--- src/rtl/tmu_fml_pkg.sv ---
// Shared FML burst-port constants and the arbiter state encoding.
package tmu_fml_pkg;
   localparam int FML_BEATS = 4;
   localparam int FML_DW    = 64;
   localparam int FML_SELW  = 8;

   typedef enum logic [1:0] {
      IDLE    = 2'd0,
      GRANTED = 2'd1,
      BURST   = 2'd2
   } fml_state_t;
endpackage

--- src/rtl/tmu_fmlarb_if.sv ---
// One FML burst port; "master" is the requesting side, "slave" the memory side.
interface tmu_fmlarb_if #(parameter int fml_depth = 26);
   import tmu_fml_pkg::*;

   logic [fml_depth-1:0] adr;
   logic                 stb;
   logic                 we;
   logic [FML_SELW-1:0]  sel;
   logic [FML_DW-1:0]    dout;
   logic                 ack;
   logic [FML_DW-1:0]    din;

   modport master (output adr, stb, we, sel, dout, input ack, din);
   modport slave  (input adr, stb, we, sel, dout, output ack, din);
endinterface

--- src/rtl/tmu_fmlarb_mux.sv ---
// Steers the granted master onto the slave port and routes the ack back to it alone.
module tmu_fmlarb_mux #(
   parameter int fml_depth = 26
) (
   input  logic          grant,
   input  logic          active,
   tmu_fmlarb_if.slave   m0,
   tmu_fmlarb_if.slave   m1,
   tmu_fmlarb_if.master  s
);
   logic [fml_depth-1:0] adr_mux;

   assign adr_mux = grant ? m1.adr : m0.adr;
   assign s.adr   = adr_mux;
   assign s.we    = grant ? m1.we   : m0.we;
   assign s.sel   = grant ? m1.sel  : m0.sel;
   assign s.dout  = grant ? m1.dout : m0.dout;

   // Strobe and ack only pass while a request is being offered, so stray slave acks are dropped.
   assign s.stb   = active & (grant ? m1.stb : m0.stb);
   assign m0.ack  = active & ~grant & s.ack;
   assign m1.ack  = active &  grant & s.ack;

   assign m0.din  = s.din;
   assign m1.din  = s.din;
endmodule

--- src/rtl/tmu_fmlarb.sv ---
// Two-master FML arbiter granting whole 4-beat bursts.
// Define TMU_FMLARB_ROUNDROBIN_EN for round-robin ties; otherwise master 0 always wins ties.
module tmu_fmlarb
   import tmu_fml_pkg::*;
#(
   parameter int fml_depth = 26
) (
   input  logic          sys_clk,
   input  logic          sys_rst,
   tmu_fmlarb_if.slave   m0,
   tmu_fmlarb_if.slave   m1,
   tmu_fmlarb_if.master  s
);
`ifdef TMU_FMLARB_ROUNDROBIN_EN
   localparam bit RR_EN = 1'b1;
`else
   localparam bit RR_EN = 1'b0;
`endif

   fml_state_t state;
   logic       grant;
   logic       last;
   logic [1:0] beat_cnt;
   logic       next_grant;
   logic       granted_stb;

   // Ties go to the master that did not win last time, or always to master 0 in fixed mode.
   assign next_grant  = (m0.stb & m1.stb) ? (RR_EN & ~last) : m1.stb;
   assign granted_stb = grant ? m1.stb : m0.stb;

   always_ff @(posedge sys_clk) begin
      if (sys_rst) begin
         state    <= IDLE;
         grant    <= 1'b0;
         last     <= 1'b1;
         beat_cnt <= 2'd0;
      end else begin
         case (state)
            IDLE: begin
               if (m0.stb | m1.stb) begin
                  grant <= next_grant;
                  state <= GRANTED;
               end
            end
            GRANTED: begin
               if (!granted_stb) begin
                  state <= IDLE;
               end else if (s.ack) begin
                  beat_cnt <= 2'(FML_BEATS - 1);
                  last     <= grant;
                  state    <= BURST;
               end
            end
            BURST: begin
               beat_cnt <= beat_cnt - 2'd1;
               if (beat_cnt == 2'd1) state <= IDLE;
            end
            default: state <= IDLE;
         endcase
      end
   end

   tmu_fmlarb_mux #(.fml_depth(fml_depth)) u_mux (
      .grant  (grant),
      .active (state == GRANTED),
      .m0     (m0),
      .m1     (m1),
      .s      (s)
   );
endmodule
--- src/flat_wrapper.sv ---
// flat-port wrapper written by rule: the top's interface ports become plain ports
module tmu_fmlarb_flat import tmu_fml_pkg::*;
#(
   parameter int fml_depth = 26
)
  (sys_clk, sys_rst, m0_adr, m0_stb, m0_we, m0_sel, m0_dout, m0_ack, m0_din, m1_adr, m1_stb, m1_we, m1_sel, m1_dout, m1_ack, m1_din, s_adr, s_stb, s_we, s_sel, s_dout, s_ack, s_din);
  tmu_fmlarb_if #(.fml_depth(fml_depth)) m0_i ();
  tmu_fmlarb_if #(.fml_depth(fml_depth)) m1_i ();
  tmu_fmlarb_if #(.fml_depth(fml_depth)) s_i ();
  input  logic sys_clk;
  input  logic sys_rst;
  input wire logic [$bits(m0_i.adr)-1:0] m0_adr;
  input wire logic [$bits(m0_i.stb)-1:0] m0_stb;
  input wire logic [$bits(m0_i.we)-1:0] m0_we;
  input wire logic [$bits(m0_i.sel)-1:0] m0_sel;
  input wire logic [$bits(m0_i.dout)-1:0] m0_dout;
  output wire logic [$bits(m0_i.ack)-1:0] m0_ack;
  output wire logic [$bits(m0_i.din)-1:0] m0_din;
  input wire logic [$bits(m1_i.adr)-1:0] m1_adr;
  input wire logic [$bits(m1_i.stb)-1:0] m1_stb;
  input wire logic [$bits(m1_i.we)-1:0] m1_we;
  input wire logic [$bits(m1_i.sel)-1:0] m1_sel;
  input wire logic [$bits(m1_i.dout)-1:0] m1_dout;
  output wire logic [$bits(m1_i.ack)-1:0] m1_ack;
  output wire logic [$bits(m1_i.din)-1:0] m1_din;
  output wire logic [$bits(s_i.adr)-1:0] s_adr;
  output wire logic [$bits(s_i.stb)-1:0] s_stb;
  output wire logic [$bits(s_i.we)-1:0] s_we;
  output wire logic [$bits(s_i.sel)-1:0] s_sel;
  output wire logic [$bits(s_i.dout)-1:0] s_dout;
  input wire logic [$bits(s_i.ack)-1:0] s_ack;
  input wire logic [$bits(s_i.din)-1:0] s_din;
  assign m0_i.adr = m0_adr;
  assign m0_i.stb = m0_stb;
  assign m0_i.we = m0_we;
  assign m0_i.sel = m0_sel;
  assign m0_i.dout = m0_dout;
  assign m0_ack = m0_i.ack;
  assign m0_din = m0_i.din;
  assign m1_i.adr = m1_adr;
  assign m1_i.stb = m1_stb;
  assign m1_i.we = m1_we;
  assign m1_i.sel = m1_sel;
  assign m1_i.dout = m1_dout;
  assign m1_ack = m1_i.ack;
  assign m1_din = m1_i.din;
  assign s_adr = s_i.adr;
  assign s_stb = s_i.stb;
  assign s_we = s_i.we;
  assign s_sel = s_i.sel;
  assign s_dout = s_i.dout;
  assign s_i.ack = s_ack;
  assign s_i.din = s_din;
  tmu_fmlarb #(.fml_depth(fml_depth)) u_core (.sys_clk(sys_clk), .sys_rst(sys_rst), .m0(m0_i), .m1(m1_i), .s(s_i));
endmodule
--- config.mk ---
export PLATFORM = sky130hd
export DESIGN_NAME = tmu_fmlarb_flat
export DESIGN_NICKNAME = d
export VERILOG_FILES = /design/src/rtl/tmu_fml_pkg.sv /design/src/rtl/tmu_fmlarb_if.sv /design/src/rtl/tmu_fmlarb_mux.sv /design/src/rtl/tmu_fmlarb.sv /design/src/flat_wrapper.sv
export SDC_FILE = /design/constraint.sdc
export NUM_CORES = 1
export LEC_CHECK = 0
export BUFFER_PORTS_ARGS = -buffer_cell sky130_fd_sc_hd__buf_2
export CORE_AREA = 5 5 191 193
export DETAILED_ROUTE_END_ITERATION = 10
export DIE_AREA = 0 0 196 198
export GPL_TIMING_DRIVEN = 0
export PLACE_DENSITY_LB_ADDON = 0.2
export SETUP_SLACK_MARGIN = 0.4
export SLEW_MARGIN = 20
export SYNTH_ARGS = -nofsm -noshare
export SYNTH_HDL_FRONTEND = slang
export SYNTH_HIERARCHICAL = 1
export SYNTH_SLANG_ARGS = --single-unit
--- constraint.sdc ---
create_clock -name sys_clk -period 1.92 [get_ports sys_clk]
set_input_delay 0.384 -clock sys_clk [delete_from_list [all_inputs] [get_ports sys_clk]]
set_output_delay 0.384 -clock sys_clk [all_outputs]
set_load 0.02 [all_outputs]
==> summary.txt, run 1 <==
Clock period minus worst slack -> 1850 ps
VDD IR max -> 0.1941 mV
Final GP Congestion -> 0.7532
Largest net degree at the start of global routing -> 11
Vias in the first global route -> 3630
Startpoint types -> flop
Hold path start -> m0_stb
Starting Density -> 7.175%
Root Driver -> clkbuf_16
Synth Instances -> 268
Die height -> 198 µm
CTS sink cnt -> 5
Slew margin rel. -> 79.82%
Hold Crit Depth -> 2
Largest cells by area after synthesis -> buf_4 (39%), mux2_1 (36%), mux2_2 (9.6%)
Hold_ws -> 381.4 ps
Core Region -> 0.03437 mm²
Most instantiated cells after synthesis -> buf_4 (128), mux2_1 (78), mux2_2 (21)
DRC Markers -> 0
PwrDens -> 397.6 mW/mm²
Pleak -> 3.408 nW
CTS Buffer Depth -> 2
Die area -> 0.03881 mm²
Final Slew Violations -> 0
Average via count per standard cell -> 2.972
RSZ-0062 raised after global routing -> yes
Top_reg_cell synth -> dfxtp_1
YS warnings -> 6
Total CTS buffers -> 3
Final wirelength -> 17730 µm
Detailed Routing Iterations Pass 1 -> 4
DRT iter0 DRCs -> 59
Mapped cell area -> 0.002466 mm²
R2R depth -> 5
R2r startpoint -> u_core/grant
Rows -> 68
Critical R2R Capture -> u_core/beat_cnt[0]
Post-layout nets -> 989
Final core utilization -> 18.38%
Setup Skew -> 0.9074 ps
Htree depth -> 1
Synth top area share -> 38.96%
Setup CP Type -> reg2out
Clock latency on the worst-skew pair -> 230 ps
Hpwl dp -> 15610 µm
Hold Path Sink -> u_core/grant
Initial antenna violation count -> 2
Number of synthesized flops with an enable pin -> 0
Yosys reg bits -> 5
CTS tree -> yes
Tightest Pin Transition -> 302.1 ps
Cts hold-fix bufs -> 0
GRT Residual Overflow -> 0
HP Class -> in2reg
Antenna-violating nets left -> 0
Final Hold Fails -> 0
Net Count, Synth -> 536
Synth area leader -> buf_4
Crit path required time -> 1540 ps
Share of layout cells above drive strength 1 -> 94.58%
Avg Cell Area, Syn -> 9.202 µm²
Port Buf Inserts -> 432
Worst EP arrival -> 1470 ps
Vias -> 3495
I/O pins -> 497
Cell variety after synth -> 23
Worst reg-to-reg setup slack -> 470 ps
Worst Path Max Fanout -> 8
Worst setup EP type -> output pin
Status -> finished, final reports clean
Final period utilization -> 96.34%
Final setup violation count -> 0
Top-count cell post-synth -> buf_4
Reg clk slew, reported paths -> 30 ps
First-pass GRT wire length -> 23290 µm
Slack of the critical path -> 70.29 ps
Ys async rst share -> 0%
Pre-CTS WS -> -90.36 ps
Overall Power -> 2.512 mW
Area Overhead vs Synth -> 156.2%
GRT Resource Usage Total -> 7.753%
Post-synthesis sequential area ratio -> 4.059%
Routed WL per cell -> 15.07 µm
Max Fclk -> 0.5406 GHz
Max_cap viols -> 0
Fill cells -> 3883
Die Wd -> 196 µm
## cells in the final DEF (no fill, tap or decap), types with 2 or more instances in the layout
cell type	Yosys	routed
a211oi_1	2	2
a21oi_1	2	2
buf_12	0	10
buf_16	0	4
buf_2	2	362
buf_4	128	143
buf_6	9	61
buf_8	0	4
clkbuf_16	0	6
dfxtp_1	5	4
mux2_1	78	15
mux2_2	21	21
mux2_4	1	64
mux2i_1	2	2
nand2_1	2	2
nand2b_1	2	2
nor2_1	3	2
nor2b_1	2	2
## worst max-delay path by stage
stage	startpoint	to	slack [ps]
3_5_place_dp	u_core/grant	s_sel[3]	-90
3_3_place_gp	u_core/grant	s_sel[3]	-80
4_1_cts	u_core/grant	s_dout[10]	40
2_1_floorplan	u_core/grant	s_adr[16]	430
6_report	u_core/grant	s_adr[22]	70
5_1_grt	u_core/grant	s_dout[16]	20
## through the flow
| step | std cells | setup TNS [ps] | instance area, µm² |
|---|---|---|---|
| 2_1_floorplan | 268 | 0 | 2466 |
| 3_3_place_gp | 1155 | -333.6 | 5197 |
| 3_5_place_dp | 1155 | -546.2 | 5197 |
| 4_1_cts | 1171 | 0 | 5831 |
| 5_1_grt | 1176 | 0 | 6317 |
| 6_report | 1176 | 0 | 6317 |
## per-layer routing
layer,share of wire [%],wire (µm),track usage (%)
met5,0,0,0
met4,0.89,157,1.112
met3,7.5,1332,1.310
met2,56,9874,15.46
met1,36,6361,8.746
## sequential cells by signal (all words and copies together), names as in the netlist
name,flops
u_core/state,2
u_core/beat_cnt,2
u_core/grant,1
## layout make-up
cell class	instances	area, µm²	share of cell area (%)
antenna	1	2.502	0.03961
buffer	139	1161	18.38
clock buffer	4	78.83	1.248
inverter	1	3.754	0.05942
multi-input combinational	123	1541	24.40
sequential	5	103.9	1.644
tap	455	569.3	9.012
timing repair buffer	448	2856	45.22
## critical path, stage by stage, from the launching register on
cell,delay [ps]
dfxtp_4,360
buf_6,120
buf_16,150
clkbuf_16,160
mux2_4,310
buf_6,130
## report_power, final
group	switching, mW	leakage [nW]	internal [mW]	total [mW]
Sequential	0.0112	0.0418	0.113	0.125
Combinational	0.944	3.33	1.10	2.05
Clock	0.0665	0.0382	0.275	0.342
## what timing repair did
item | in CTS | in global routing
endpoints found under the setup margin | 102 | 103
cloned | 4 | 3
setup buffers | 8 | 1
pin swaps | 0 | 1
gates resized for setup | 122 | 118
## cell families after synthesis
group           synth area share, %
flops                         4.059
buf+inv                       43.63
fa+ha+maj                    0.5073
simple gates                  2.537
mux                           46.63
compound gates                2.638
Note: power is estimated with default switching activity, not from simulation.
==> run 2: changes to the inputs <==
PLACE_DENSITY_LB_ADDON = 0.12   (was 0.2)
==> run 2 against run 1 <==
Net effect: core utilization is 0.29 points lower; hold slack improved by 4.3 ps; routed wire length shrank 9.5%; count of clock-buffer cells in the layout unchanged; die area is the same; global-route usage decreased by 0.92 points; clock power grew 1%; register-to-register slack improved by 40 ps.
==> summary.txt, run 2 (synthesized netlist as in run 1, its figures left out) <==
GRT Resource Usage Total -> 6.837% (-0.92 points)
Top flop regs -> u_core/beat_cnt x2, u_core/state x2, u_core/grant x1
GRT Residual Overflow -> 0 (unchanged)
P_sw -> 0.9805 mW (-4.0%)
Share of power burned in registers -> 5.2% (+0.2 points)
CP cell instances -> buf_12 > buf_16 > clkbuf_16 > mux2_4 > buf_6
Net Sw Frac -> 40.55% (-0.11 points)
Hold_ws -> 385.7 ps (+4.313 ps)
Commonest non-fill, non-tap cell in the layout -> buf_2
VDD IR max -> 0.1525 mV (-21%)
Worst path max stage delay -> 380 ps (+20 ps)
Vias in the first global route -> 3578 (-1.4%)
Pre-CTS WS -> -79.95 ps (+10.41 ps)
PwrDens -> 388.9 mW/mm² (-2.2%)
Cell Int Power -> 1.438 mW (-3.6%)
Hpwl dp -> 14090 µm (-9.7%)
Final GP Congestion -> 0.7820 (+3.8%)
Worst reg-to-reg setup slack -> 510 ps (+40 ps)
Routed met3 length -> 1574 µm (+18%)
Final setup violation count -> 0 (unchanged)
DRC Markers -> 0 (unchanged)
Share of layout cells above drive strength 1 -> 92.23% (-2.4 points)
Pleak -> 3.343 nW (-1.9%)
Rows -> 68 (unchanged)
Slew margin rel. -> 79.56% (-0.26 points)
Clock latency on the worst-skew pair -> 230 ps (about the same)
Htree depth -> 1 (unchanged)
Final core utilization -> 18.09% (-0.29 points)
Slowest cell on crit path -> dfxtp_4
Detailed Routing Iterations Pass 1 -> 4 (unchanged)
HP Class -> in2reg
Most frequent cells in the layout -> buf_2 (380), buf_4 (136), buf_6 (50)
Total CTS buffers -> 3 (unchanged)
Routed WL per cell -> 13.62 µm (-9.6%)
CTS sink cnt -> 5 (unchanged)
I/O pins -> 497 (unchanged)
Top Layer Used -> met5
Max Fclk -> 0.5382 GHz (-0.45%)
CTS Buffer Depth -> 2 (unchanged)
Final wirelength -> 16030 µm (-9.5%)
Worst Path Max Fanout -> 8 (unchanged)
Part of the power in combinational logic -> 80.5% (-0.9 points)
Largest net degree at the start of global routing -> 11 (unchanged)
Reg clk slew, reported paths -> 30 ps (about the same)
Setup CP Type -> reg2out
Cts hold-fix bufs -> 0 (unchanged)
Initial antenna violation count -> 2 (unchanged)
Worst EP arrival -> 1470 ps (about the same)
Status -> finished, final reports clean
Core Region -> 0.03437 mm² (unchanged)
CTS tree -> yes
DRT met1 WL -> 4588 µm (-28%)
Overall Power -> 2.418 mW (-3.7%)
Clock period minus worst slack -> 1858 ps (+8.326 ps)
Worst setup EP type -> output pin
Max_cap viols -> 0 (unchanged)
Met2 wire len -> 9485 µm (-3.9%)
Post-layout nets -> 990 (+0.10%)
Final period utilization -> 96.77% (+0.43 points)
Die Wd -> 196 µm (unchanged)
Setup Skew -> 0.3297 ps (-0.5778 ps)
Port Buf Inserts -> 432 (unchanged)
Crit path required time -> 1540 ps (about the same)
First-pass GRT wire length -> 20360 µm (-13%)
Starting Density -> 7.175% (unchanged)
RSZ-0062 raised after global routing -> yes
Antenna-violating nets left -> 0 (unchanged)
Root Driver -> clkbuf_16
DRT iter0 DRCs -> 54 (-8.5%)
Final Slew Violations -> 0 (unchanged)
Area Overhead vs Synth -> 152.1%
Tightest Pin Transition -> 304.6 ps (+2.414 ps)
Startpoint types -> flop
Average via count per standard cell -> 2.953 (-0.63%)
Slack of the critical path -> 61.96 ps (-8.326 ps)
Vias -> 3476 (-0.54%)
Final Hold Fails -> 0 (unchanged)
Die area -> 0.03881 mm² (unchanged)
Die height -> 198 µm (unchanged)
Clock power share -> 14.3% (+0.7 points)
[run 2: area by class of cell]
type | count | area [µm²]
buffer | 139 | 1171
sequential | 5 | 105.1
timing repair buffer | 449 | 2800
antenna | 1 | 2.502
fill | 3886 | 28160
tap | 455 | 569.3
inverter | 1 | 3.754
clock buffer | 4 | 78.83
multi-input combinational | 123 | 1486
[run 2: worst max-delay path, delay by kind of cell (launching register included)]
| family | cells | cell delay, ps |
|---|---|---|
| flip-flops | 1 | 380 |
| multiplexers | 1 | 300 |
| buffers and inverters | 4 | 560 |
[run 2: final timing paths]
path | startpoint | end | cells past startpoint
worst max-delay path | u_core/grant | s_dout[8] | 5
worst min-delay path | m0_stb | u_core/grant | 2
worst max register to register | u_core/grant | u_core/beat_cnt[0] | 4
worst min register to register | u_core/state[1] | u_core/state[0] | 1
[run 2: layer usage]
metal,track usage (%),vias up
li1,-,1696
met1,5.813,1521
met3,2.025,21
met5,0,-
met2,14.99,236
met4,1.733,2
[run 2: what timing repair did]
item	in CTS	in global routing
cloned	4	5
gates resized for setup	91	105
pin swaps	1	1
setup buffers	5	3
setup endpoints to repair	102	102
[run 2: through the flow]
step | cell area [µm²] | std cells | setup TNS, ps
after floorplan | 2466 | 268 | 0
after global placement | 5197 | 1155 | -67.76
after detailed placement | 5197 | 1155 | -469.0
after CTS | 5722 | 1168 | 0
after global routing | 6217 | 1177 | 0
final | 6217 | 1177 | 0
[run 2: power by group through the flow]
stage | Sequential [mW] | Combinational [mW] | Clock, mW
3_5_place_dp | 0.128 | 1.56 | 0
6_report | 0.125 | 1.95 | 0.346
4_1_cts | 0.125 | 1.77 | 0.353
5_1_grt | 0.128 | 2.06 | 0.361
2_1_floorplan | 0.123 | 0.964 | 0
3_3_place_gp | 0.128 | 1.58 | 0
==> run 3: changes to the inputs <==
CELL_PAD_IN_SITES_DETAIL_PLACEMENT = 1   (was default)
CELL_PAD_IN_SITES_GLOBAL_PLACEMENT = 2   (was default)
==> run 3 against run 2 <==
Net effect: global-route usage is 1.4 points higher; count of clock-buffer cells in the layout unchanged; sequential share of layout area barely moved; non-clock buffer count down 1; critical endpoint is now s_dout[12]; highest routed layer unchanged.
==> summary.txt, run 3 (synthesized netlist as in run 1, its figures left out) <==
Status -> finished, final reports clean
Final period utilization -> 96.92% (+0.14 points)
Final wirelength -> 18790 µm (+17%)
DRT iter0 DRCs -> 50 (-7.4%)
Final GP Congestion -> 0.8403 (+7.5%)
Clock latency on the worst-skew pair -> 230 ps (about the same)
Tightest Pin Transition -> 308.8 ps (+4.253 ps)
CTS sink cnt -> 5 (unchanged)
Cells after DPL -> 1155 (unchanged)
Port Buf Inserts -> 432 (unchanged)
Startpoint types -> flop
CTS Buffer Depth -> 2 (unchanged)
Starting Density -> 7.175% (unchanged)
Average via count per standard cell -> 3.037 (+2.8%)
Worst Path Max Fanout -> 8 (unchanged)
Die height -> 198 µm (unchanged)
Slew margin rel. -> 79.37% (-0.19 points)
Clock period minus worst slack -> 1861 ps (+2.732 ps)
DRC Markers -> 0 (unchanged)
Max Fclk -> 0.5374 GHz (-0.15%)
Pleak -> 3.394 nW (+1.5%)
Setup Skew -> 0.2743 ps (-0.05539 ps)
PwrDens -> 392.1 mW/mm² (+0.81%)
Worst EP arrival -> 1480 ps (about the same)
Final setup violation count -> 0 (unchanged)
Crit path required time -> 1540 ps (about the same)
Setup CP Type -> reg2out
Final Hold Fails -> 0 (unchanged)
Vias -> 3571 (+2.7%)
Rows -> 68 (unchanged)
Die Wd -> 196 µm (unchanged)
Final Slew Violations -> 0 (unchanged)
Core Region -> 0.03437 mm² (unchanged)
GRT Resource Usage Total -> 8.203% (+1.4 points)
Area Overhead vs Synth -> 156.0%
Root Driver -> clkbuf_16
Share of layout cells above drive strength 1 -> 91.25% (-0.98 points)
Most frequent cells in the layout -> buf_2 (360), buf_4 (145), buf_6 (60)
VDD IR max -> 0.2210 mV (+45%)
Max_cap viols -> 0 (unchanged)
Htree depth -> 1 (unchanged)
I/O pins -> 497 (unchanged)
RSZ-0062 raised after global routing -> yes
CP cell instances -> buf_12 > buf_16 > clkbuf_16 > mux2_4 > buf_6
Vias in the first global route -> 3930 (+9.8%)
Die area -> 0.03881 mm² (unchanged)
Worst path max stage delay -> 360 ps (-20 ps)
CTS tree -> yes
Fill cells -> 4137 (+6.5%)
HP Class -> in2reg
GRT Residual Overflow -> 0 (unchanged)
Largest net degree at the start of global routing -> 11 (unchanged)
Non-Filler Instances -> 1176 (-0.085%)
First-pass GRT wire length -> 25000 µm (+23%)
Detailed Routing Iterations Pass 1 -> 4 (unchanged)
TNS Setup -> 0 ps (unchanged)
Commonest non-fill, non-tap cell in the layout -> buf_2
Routed WL per cell -> 15.97 µm (+17%)
Worst setup EP type -> output pin
Slowest cell on crit path -> dfxtp_4
Post-layout nets -> 989 (-0.10%)
Hpwl dp -> 16500 µm (+17%)
Reg clk slew, reported paths -> 30 ps (about the same)
Total CTS buffers -> 3 (unchanged)
Initial antenna violation count -> 3 (+1)
Cts hold-fix bufs -> 0 (unchanged)
Top flop regs -> u_core/beat_cnt x2, u_core/state x2, u_core/grant x1
Antenna-violating nets left -> 0 (unchanged)
[run 3: power breakdown]
group / internal, mW / leakage, nW / switching, mW / total (mW)
Combinational: 1.09 / 3.31 / 0.921 / 2.01
Clock: 0.275 / 0.0382 / 0.0691 / 0.344
Sequential: 0.113 / 0.0428 / 0.0107 / 0.124
Total: 1.47 / 3.39 / 1.00 / 2.47
[run 3: what timing repair did]
action                                  in CTS  in global routing
buffers inserted                             8                  1
gates cloned                                 4                  3
gates resized for setup                    105                124
endpoints found under the hold margin        0                  0
endpoints found under the setup margin     102                103
pin swaps                                    2                  2
[run 3: stage by stage]
| stage | hold slack [ps] | total power [mW] | worst slack [ps] | utilization (%) | cell area, µm² |
|---|---|---|---|---|---|
| after floorplan | 446.4 | 1.086 | 426.4 | - | 2466 |
| after global placement | 517.9 | 1.711 | 87.47 | 15.12 | 5197 |
| after detailed placement | 523.9 | 1.711 | 59.29 | 15.12 | 5197 |
| after CTS | 391.7 | 2.296 | 29.32 | 16.91 | 5813 |
| after global routing | 416.6 | 2.608 | 18.55 | 18.36 | 6312 |
| final | 406.2 | 2.475 | 59.23 | 18.36 | 6312 |
[run 3: path summary, 6_finish.rpt]
check / startpoint / end / slack [ps] / cells past startpoint
worst min register to register: u_core/beat_cnt[0] / u_core/beat_cnt[0] / 540 / 1
worst max register to register: u_core/grant / u_core/beat_cnt[0] / 460 / 6
worst min-delay path: m0_stb / u_core/grant / 410 / 2
worst max-delay path: u_core/grant / s_dout[12] / 60 / 5
[run 3: critical path: cells and delay by family (launching register included)]
family / cells / cell delay [ps]
buf+inv: 4 / 560
flops: 1 / 360
mux: 1 / 300
[run 3: final cells by class]
| cell class | instances | area [µm²] | area share [%] |
|---|---|---|---|
| antenna | 1 | 2.502 | 0.03964 |
| sequential | 5 | 108.9 | 1.724 |
| clock buffer | 4 | 78.83 | 1.249 |
| inverter | 1 | 3.754 | 0.05946 |
| timing repair buffer | 448 | 2865 | 45.39 |
| multi-input combinational | 123 | 1508 | 23.89 |
| tap | 455 | 569.3 | 9.019 |
| buffer | 139 | 1176 | 18.63 |
[run 3: layer usage]
| metal | vias up | global-route usage [%] | part of all wire [%] |
|---|---|---|---|
| li1 | 1694 | - | - |
| met3 | 10 | 2.671 | 9.7 |
| met1 | 1632 | 7.585 | 30 |
| met4 | 4 | 0.6982 | 0.61 |
| met2 | 231 | 17.72 | 59 |
| met5 | - | 0 | 0.13 |
